File: config.mk
export PLATFORM = sky130hd
export DESIGN_NAME = goomba_spawn_scheduler
export DESIGN_NICKNAME = d
export VERILOG_FILES = /design/src/rtl/goomba_pkg.sv /design/src/rtl/goomba_spawn_scheduler_rr_pick.sv /design/src/rtl/goomba_spawn_scheduler.sv
export SDC_FILE = /design/constraint.sdc
export NUM_CORES = 1
export LEC_CHECK = 0
export CORE_UTILIZATION = 25
export CTS_BUF_LIST = sky130_fd_sc_hd__clkbuf_4
export DETAILED_ROUTE_END_ITERATION = 16
export MAX_ROUTING_LAYER = met4
export SYNTH_ARGS = -nofsm -noshare
export SYNTH_HDL_FRONTEND = slang
export SYNTH_HIERARCHICAL = 1
export SYNTH_SLANG_ARGS = --single-unit
File: constraint.sdc
create_clock -name Clk -period 3.9 [get_ports Clk]
set_input_delay 0.78 -clock Clk [delete_from_list [all_inputs] [get_ports Clk]]
set_output_delay 0.78 -clock Clk [all_outputs]
set_load 0.02 [all_outputs]
File: src/rtl/goomba_pkg.sv
// Shared types and constants for the goomba spawn path.
// Screen limits match the goomba instance's coordinate space.
package goomba_pkg;

  typedef enum logic [2:0] {
    IDLE,
    SELECT,
    ISSUE,
    CONFIRM,
    REPORT
  } spawn_state_t;

  localparam int         N_SLOTS_DEFAULT = 4;
  localparam logic [9:0] SHIFT_PX        = 10'd40;
  localparam logic [9:0] SCREEN_X_MAX    = 10'd639;
  localparam logic [9:0] SCREEN_Y_MAX    = 10'd479;

endpackage

File: src/rtl/goomba_spawn_scheduler_rr_pick.sv
// Round-robin first-free finder: scans the free mask
// starting at ptr and wraps, returning the first hit.
module rr_pick #(
  parameter int N  = 4,
  parameter int IW = $clog2(N)
) (
  input  logic [N-1:0]  free,
  input  logic [IW-1:0] ptr,
  output logic          found,
  output logic [IW-1:0] idx
);

  always_comb begin
    found = 1'b0;
    idx   = '0;
    for (int i = 0; i < N; i++) begin
      if (!found && free[(int'(ptr) + i) % N]) begin
        found = 1'b1;
        idx   = IW'((int'(ptr) + i) % N);
      end
    end
  end

endmodule

File: src/rtl/goomba_spawn_scheduler.sv
// Goomba spawn scheduler: accepts level spawn requests,
// grants a free slot round-robin and reports the outcome.
module goomba_spawn_scheduler
  import goomba_pkg::*;
#(
  parameter int         N_SLOTS  = N_SLOTS_DEFAULT,
  parameter logic [9:0] SHIFT_PX = goomba_pkg::SHIFT_PX,
  parameter int         IW       = $clog2(N_SLOTS)
) (
  input  logic               Clk,
  input  logic               Reset_n,
  input  logic               req_valid,
  input  logic [9:0]         req_x,
  input  logic [9:0]         req_y,
  output logic               req_ready,
  input  logic               Shift,
  input  logic               clear_all,
  input  logic [N_SLOTS-1:0] isAlive,
  output logic [N_SLOTS-1:0] start,
  output logic [N_SLOTS-1:0] kill,
  output logic [9:0]         spawnX,
  output logic [9:0]         spawnY,
  output logic               done,
  output logic               done_ok,
  output logic [IW-1:0]      done_slot,
  output logic [IW:0]        alive_count
);

  spawn_state_t state, nxt;

  logic [9:0]         hold_x, hold_y;
  logic [IW-1:0]      rr_ptr, grant;
  logic               ok_r, ok_n;
  logic [N_SLOTS-1:0] kill_r;
  logic [IW:0]        cnt_r, cnt_n;
  logic               found;
  logic [IW-1:0]      pick;
  logic               accept;
  logic               shift_live;
  logic               shift_wrap;
  logic               fire;

  rr_pick #(
    .N  (N_SLOTS),
    .IW (IW)
  ) u_pick (
    .free  (~isAlive),
    .ptr   (rr_ptr),
    .found (found),
    .idx   (pick)
  );

  assign req_ready  = (state == IDLE) && !clear_all;
  assign accept     = req_ready && req_valid;
  assign shift_live = Shift && (state == SELECT || state == ISSUE);
  assign shift_wrap = shift_live && (hold_x < SHIFT_PX);
  // a wrapping shift or a clear cancels the pulse in ISSUE
  assign fire       = (state == ISSUE) && !clear_all && !shift_wrap;

  assign spawnX      = hold_x;
  assign spawnY      = hold_y;
  assign kill        = kill_r;
  assign done        = (state == REPORT);
  assign done_ok     = done && ok_r;
  assign done_slot   = grant;
  assign alive_count = cnt_r;

  always_comb begin
    start = '0;
    if (fire) start[grant] = 1'b1;
  end

  always_comb begin
    cnt_n = '0;
    for (int i = 0; i < N_SLOTS; i++)
      cnt_n = cnt_n + (IW+1)'(isAlive[i]);
  end

  always_comb begin
    nxt  = state;
    ok_n = ok_r;
    unique case (state)
      IDLE: begin
        if (accept) nxt = SELECT;
      end
      SELECT: begin
        if (clear_all || shift_wrap || !found) begin
          nxt  = REPORT;
          ok_n = 1'b0;
        end else begin
          nxt = ISSUE;
        end
      end
      ISSUE: begin
        if (clear_all || shift_wrap) begin
          nxt  = REPORT;
          ok_n = 1'b0;
        end else begin
          nxt = CONFIRM;
        end
      end
      CONFIRM: begin
        nxt  = REPORT;
        ok_n = clear_all ? 1'b0 : isAlive[grant];
      end
      REPORT: begin
        nxt = IDLE;
      end
      default: begin
        nxt  = IDLE;
        ok_n = 1'b0;
      end
    endcase
  end

  always_ff @(posedge Clk or negedge Reset_n) begin
    if (!Reset_n) begin
      state  <= IDLE;
      ok_r   <= 1'b0;
      kill_r <= '0;
      cnt_r  <= '0;
      hold_x <= '0;
      hold_y <= '0;
      grant  <= '0;
      rr_ptr <= '0;
    end else begin
      state  <= nxt;
      ok_r   <= ok_n;
      kill_r <= {N_SLOTS{clear_all}};
      cnt_r  <= cnt_n;
      if (accept) begin
        hold_x <= req_x;
        hold_y <= req_y;
      end else if (shift_live && !shift_wrap && !clear_all) begin
        hold_x <= hold_x - SHIFT_PX;
      end
      if (state == SELECT && found)
        grant <= pick;
      if (fire)
        rr_ptr <= (grant == IW'(N_SLOTS - 1)) ? '0 : grant + IW'(1);
    end
  end

endmodule

# Word-level counts from Yosys, hierarchy flattened
# Cells that the tools add are included.
# totals
register_bits,32
inputBits,29
out_inout_bits,36
# classes
add_sub_neg,8
magnitude_cmp,7
eq_ne,8
mux,35
bitwise_logic,5
reduce_logical,30
# ops
op,count
$mux W10,2
$mux W1,16
$logic_and A1 B1 Y1,14
$lt A3 B4 Y1 const B,3
$pmux W3 S4,1
$bmux W1 S2,5
$lt A10 B6 Y1 const B,1
$mux W2,5
$sub A10 B6 Y10 const B,1
$mux W3,3
$reduce_or A2 Y1,4
$eq A3 B2 Y1 const B,2
$logic_not A1 Y1,6
$lt A2 B3 Y1 const B,2
$add A2 B1 Y2 const B,2
$add A2 B2 Y2 const B,2
$mux W4,1
$ne A2 B2 Y1 const B,2
$not A4 Y4,1
$pmux W1 S4,1
$add A2 B1 Y3,1
$add A3 B1 Y3,1
$and A1 B1 Y1 const A,3
$eq A3 B1 Y1 const B,1
other kinds (11),13

# Logic depth before layout (Yosys ltp)
# logic_depth
depth_word,18
ltp_mapped,7
ltp_nobuf,7

# Cells and area by module
# Netlist, hierarchy kept.
# by_module_without_submodules
module,n_inst,cells_each,area_each_um2,seq_area_each_um2
goomba_spawn_scheduler,1,145,1647.8,800.8
rr_pick,1,15,77.6,0.0

# Worst setup path before layout
# No wires, ideal clock.
# synth_timing
path_kind,flip-flop to output port
startpoint,reg hold_x[9] (netlist: spawnX[9])
endpoint,out start[0]
t_arrival_ps,2062
t_required_ps,3120
path_slack_ps,1058
path_stages_with_launch,6
path_cell_list,dfrtp_1 -> or4_4 -> or4_4 -> and4_4 -> buf_6 -> and2_1
# synth_between
elab_chain_len,5
# synth_lines
element,line,text
from (decl),goomba_spawn_scheduler.sv:31,"logic [9:0] hold_x, hold_y;"
from (signal assigned),goomba_spawn_scheduler.sv:132,hold_x <= req_x;
from (signal assigned),goomba_spawn_scheduler.sv:135,hold_x <= hold_x - SHIFT_PX;
$lt A10 B6 Y1,goomba_spawn_scheduler.sv:56,assign shift_wrap = shift_live && (hold_x < SHIFT_PX);
$logic_and A1 B1 Y1,goomba_spawn_scheduler.sv:56,
$logic_not A1 Y1,goomba_spawn_scheduler.sv:58,assign fire = (state == ISSUE) && !clear_all && !shift_wrap;
$logic_and A1 B1 Y1,goomba_spawn_scheduler.sv:58,
$mux W4,goomba_spawn_scheduler.sv:70,if (fire) start[grant] = 1'b1;
to (decl),goomba_spawn_scheduler.sv:19,"output logic [N_SLOTS-1:0] start,"
# No other way between the ends.

# Final worst setup path
# layout_timing
startpoint,in Shift
endpoint,out start[1]
# layout_between
elab_chain_len,5
# layout_lines
element,line,text
from (decl),goomba_spawn_scheduler.sv:16,"input logic Shift,"
$logic_and A1 B1 Y1,goomba_spawn_scheduler.sv:55,assign shift_live = Shift && (state == SELECT || state == ISSUE);
$logic_and A1 B1 Y1,goomba_spawn_scheduler.sv:56,
$logic_not A1 Y1,goomba_spawn_scheduler.sv:58,
$logic_and A1 B1 Y1,goomba_spawn_scheduler.sv:58,
$mux W4,goomba_spawn_scheduler.sv:70,
# No other way between the ends.

==> summary.md <==
| Metric | Value |
|---|---|
| Latest clock arrival within the worst-skew pair | `between 300 and 400 ps` |
| Final Util | `38.7%` |
| Max clock buf depth | `2` |
| CTS tree | `done` |
| Hold path depth | `1` |
| Count leader, synth | `dfrtp_1` |
| Setup Skew | `8.16 ps` |
| Setup Viol. Count Final | `0` |
| Synth async-reset ratio | `100%` |
| CP arrival | `~2800 ps` |
| Largest cells by area after synthesis | `dfrtp_1 (46%), mux2_2 (9.8%), ha_1 (5.1%), inv_1 (3.3%), nor2_1 (2.6%)` |
| Yosys top cell area share | `46.4%` |
| Leak | `1.06 nW` |
| Final hold violations | `0` |
| # IOs | `between 60 and 70` |
| Setup bufs post-CTS | `0` |
| Initial DRC Count | `34` |
| Crit. End Element | `primary output` |
| Dpl ws | `287 ps` |
| Hold_buf cts | `0` |
| # diodes | `0` |
| Flop2flop setup slack | `between 1500 and 2000 ps` |
| Worst-path fanout max | `7` |
| Nets@finish | `262` |
| Num Clock Sinks | `32` |
| Cells after synthesis | `160` |
| Clk pin slew, worst setup/hold paths | `110 ps` |
| Die Span Y | `~85 um` |
| Critical-path cell list | `clkdlybuf4s50_1 -> nand2b_1 -> or4_4 -> and4_4 -> and2_1 -> clkdlybuf4s50_1` |
| TritonRoute pass-1 iters | `4` |
| Critical path's largest stage delay | `570 ps` |
| Initial Util | `between 20% and 30%` |
| Initial antenna violation count | `0` |
| Post-CTS Resized | `0` |
| Rows | `29` |
| Peak VDD IR | `0.000283 V` |
| RSZ-0062 raised after global routing | `no` |
| Total GRT Usage | `11.9%` |
| Via count | `1413` |
| WL final | `3850 um` |
| Prevailing post-synth register cell | `dfrtp_1` |
| Minimum clock period | `~3600 ps` |
| CP bufs+invs | `2` |
| GR Overflow Total | `0` |
| Worst r2r src | `spawnX[9]` |
| Mapped Nets | `approximately 200` |
| Root buffer cell | `clkbuf_4` |
| PD cells | `631 nW/um2` |
| Final max-slew violation count | `0` |
| Crit path top cell by count | `clkdlybuf4s50_1` |
| Hold path startpoint | `spawnX[0]` |
| Layout cells sized above 1 | `between 10% and 20%` |
| Area Growth Syn to Fin | `45.6%` |
| Fin Hold WS | `between 500 and 600 ps` |
| WL per Instance | `12.7 um` |
| ANT nets after route | `0` |
| Hpwl dp | `between 2000 and 3000 um` |
| R2r worst-path depth | `4` |
| Hold Path End | `spawnX[0]` |
| Hold WC Path Type | `register to register` |
| Critical path launch point type | `input pin` |
| Port Buf Inserts | `64` |
| Die area | `7240 um2` |
| Slowest CP cell | `or4_4` |
| Top delay family on crit path | `simple AND/OR/NAND/NOR gates` |
| Worst reg2reg path endpoint | `rr_ptr[0]` |
| Die W | `85.1 um` |
| EDFF count, synth | `0` |
| Largest net degree at the start of global routing | `33` |
| Dpl cell area | `2430 um2` |
| DRC Markers | `0` |
| Max_cap viols | `0` |
| Slew @ Worst Pin | `approximately 800 ps` |
| CP Class | `input pin to primary output` |
| Setup tns final | `0 ps` |
| Worst path required time | `3120 ps` |
| Core box area | `6490 um2` |
| Gpl congestion | `approximately 0.8` |
| Status | `complete, no violations` |
| Vias per cell | `4.66` |
| Synth warn | `6` |
| Post-layout worst setup margin | `288 ps` |
| Vias in the first global route | `1472` |
| Global-route wire length before repair | `~6600 um` |
| Slew headroom | `46.7%` |
| Highest Clock Rate | `approximately 280 MHz` |
| Num CTS Buffers | `5` |
| Syn Area/Cell | `about 11 um2` |
| CTS H-Tree Depth | `2` |
| Synth cell types | `43` |
| Synthesized cell area | `1730 um2` |
| #FFs+latches synth | `32` |
| Seq/Total Area, Yosys | `around 46%` |
| Final worst-path cycle share | `92.6%` |
| Post-synth top cells | `dfrtp_1 (32), inv_1 (15), mux2_2 (15)` |
| Post-route cell area | `2510 um2` |
| Synth area leader | `dfrtp_1` |
## layout make-up
class	instances	area [um2]
timing repair buffer	67	663
tap	77	96.3
clock buffer	5	37.5
multi-input combinational	103	812
sequential	32	801
clock inverter	3	42.5
inverter	16	60.1
fill	625	3980
## layout by cell type, fill, tap and decap left out, types with 4 or more instances in the layout
cell / count
a21oi_1: 6
and2_1: 5
clkbuf_4: 5
clkdlybuf4s50_1: 64
dfrtp_1: 32
ha_1: 7
inv_1: 15
mux2_2: 15
nand2_1: 5
nand3_1: 7
nor2_1: 12
o21ai_0: 4
## flip-flops by register name, indices dropped and copies added, names as in the netlist
register     count
alive_count      3
spawnX          10
rr_ptr           2
ok_r             1
spawnY          10
kill             1
state            3
done_slot        2
## through the flow
step	total power, mW	instances
floorplan	0.998	160
global placement	1.33	295
detailed placement	1.34	295
CTS	1.61	303
global route	1.70	303
finish	1.58	303
## layer usage
metal	vias to the layer above	GRT usage [%]	wire, um
li1	686	-	-
met1	681	14.7	1790
met2	41	18.5	1790
met3	5	3.60	231
met4	0	4.31	41
met5	-	-	0
## report_power, final
group          internal [mW]  switching (mW)  total (mW)
logic                  0.401           0.344       0.745
registers              0.457           0.127       0.584
clock network          0.134           0.122       0.256
total                  0.992           0.593        1.58
## cells by family (layout without fill, tap and decap cells)
group | Yosys count | after routing | synth area share, %
fa+ha+maj | 8 | 8 | 6.24
simple gates | 50 | 50 | 16.8
compound gates | 24 | 24 | 9.65
flops | 32 | 32 | 46.4
buf+inv | 25 | 91 | 6.53
xor+xnor | 2 | 2 | 1.02
mux | 19 | 19 | 13.4
## worst max-delay path by stage
| stage | start | endpoint | slack, ps | cells past startpoint |
|---|---|---|---|---|
| finish | Shift | start[1] | 290 | 6 |
| global route | Shift | start[1] | 170 | 6 |
| CTS | Shift | start[1] | 280 | 6 |
| detailed placement | Shift | start[1] | 290 | 6 |
| global placement | Shift | start[3] | 300 | 6 |
| floorplan | spawnX[9] | start[0] | 1060 | 5 |
(Power assumes the default switching activity.)
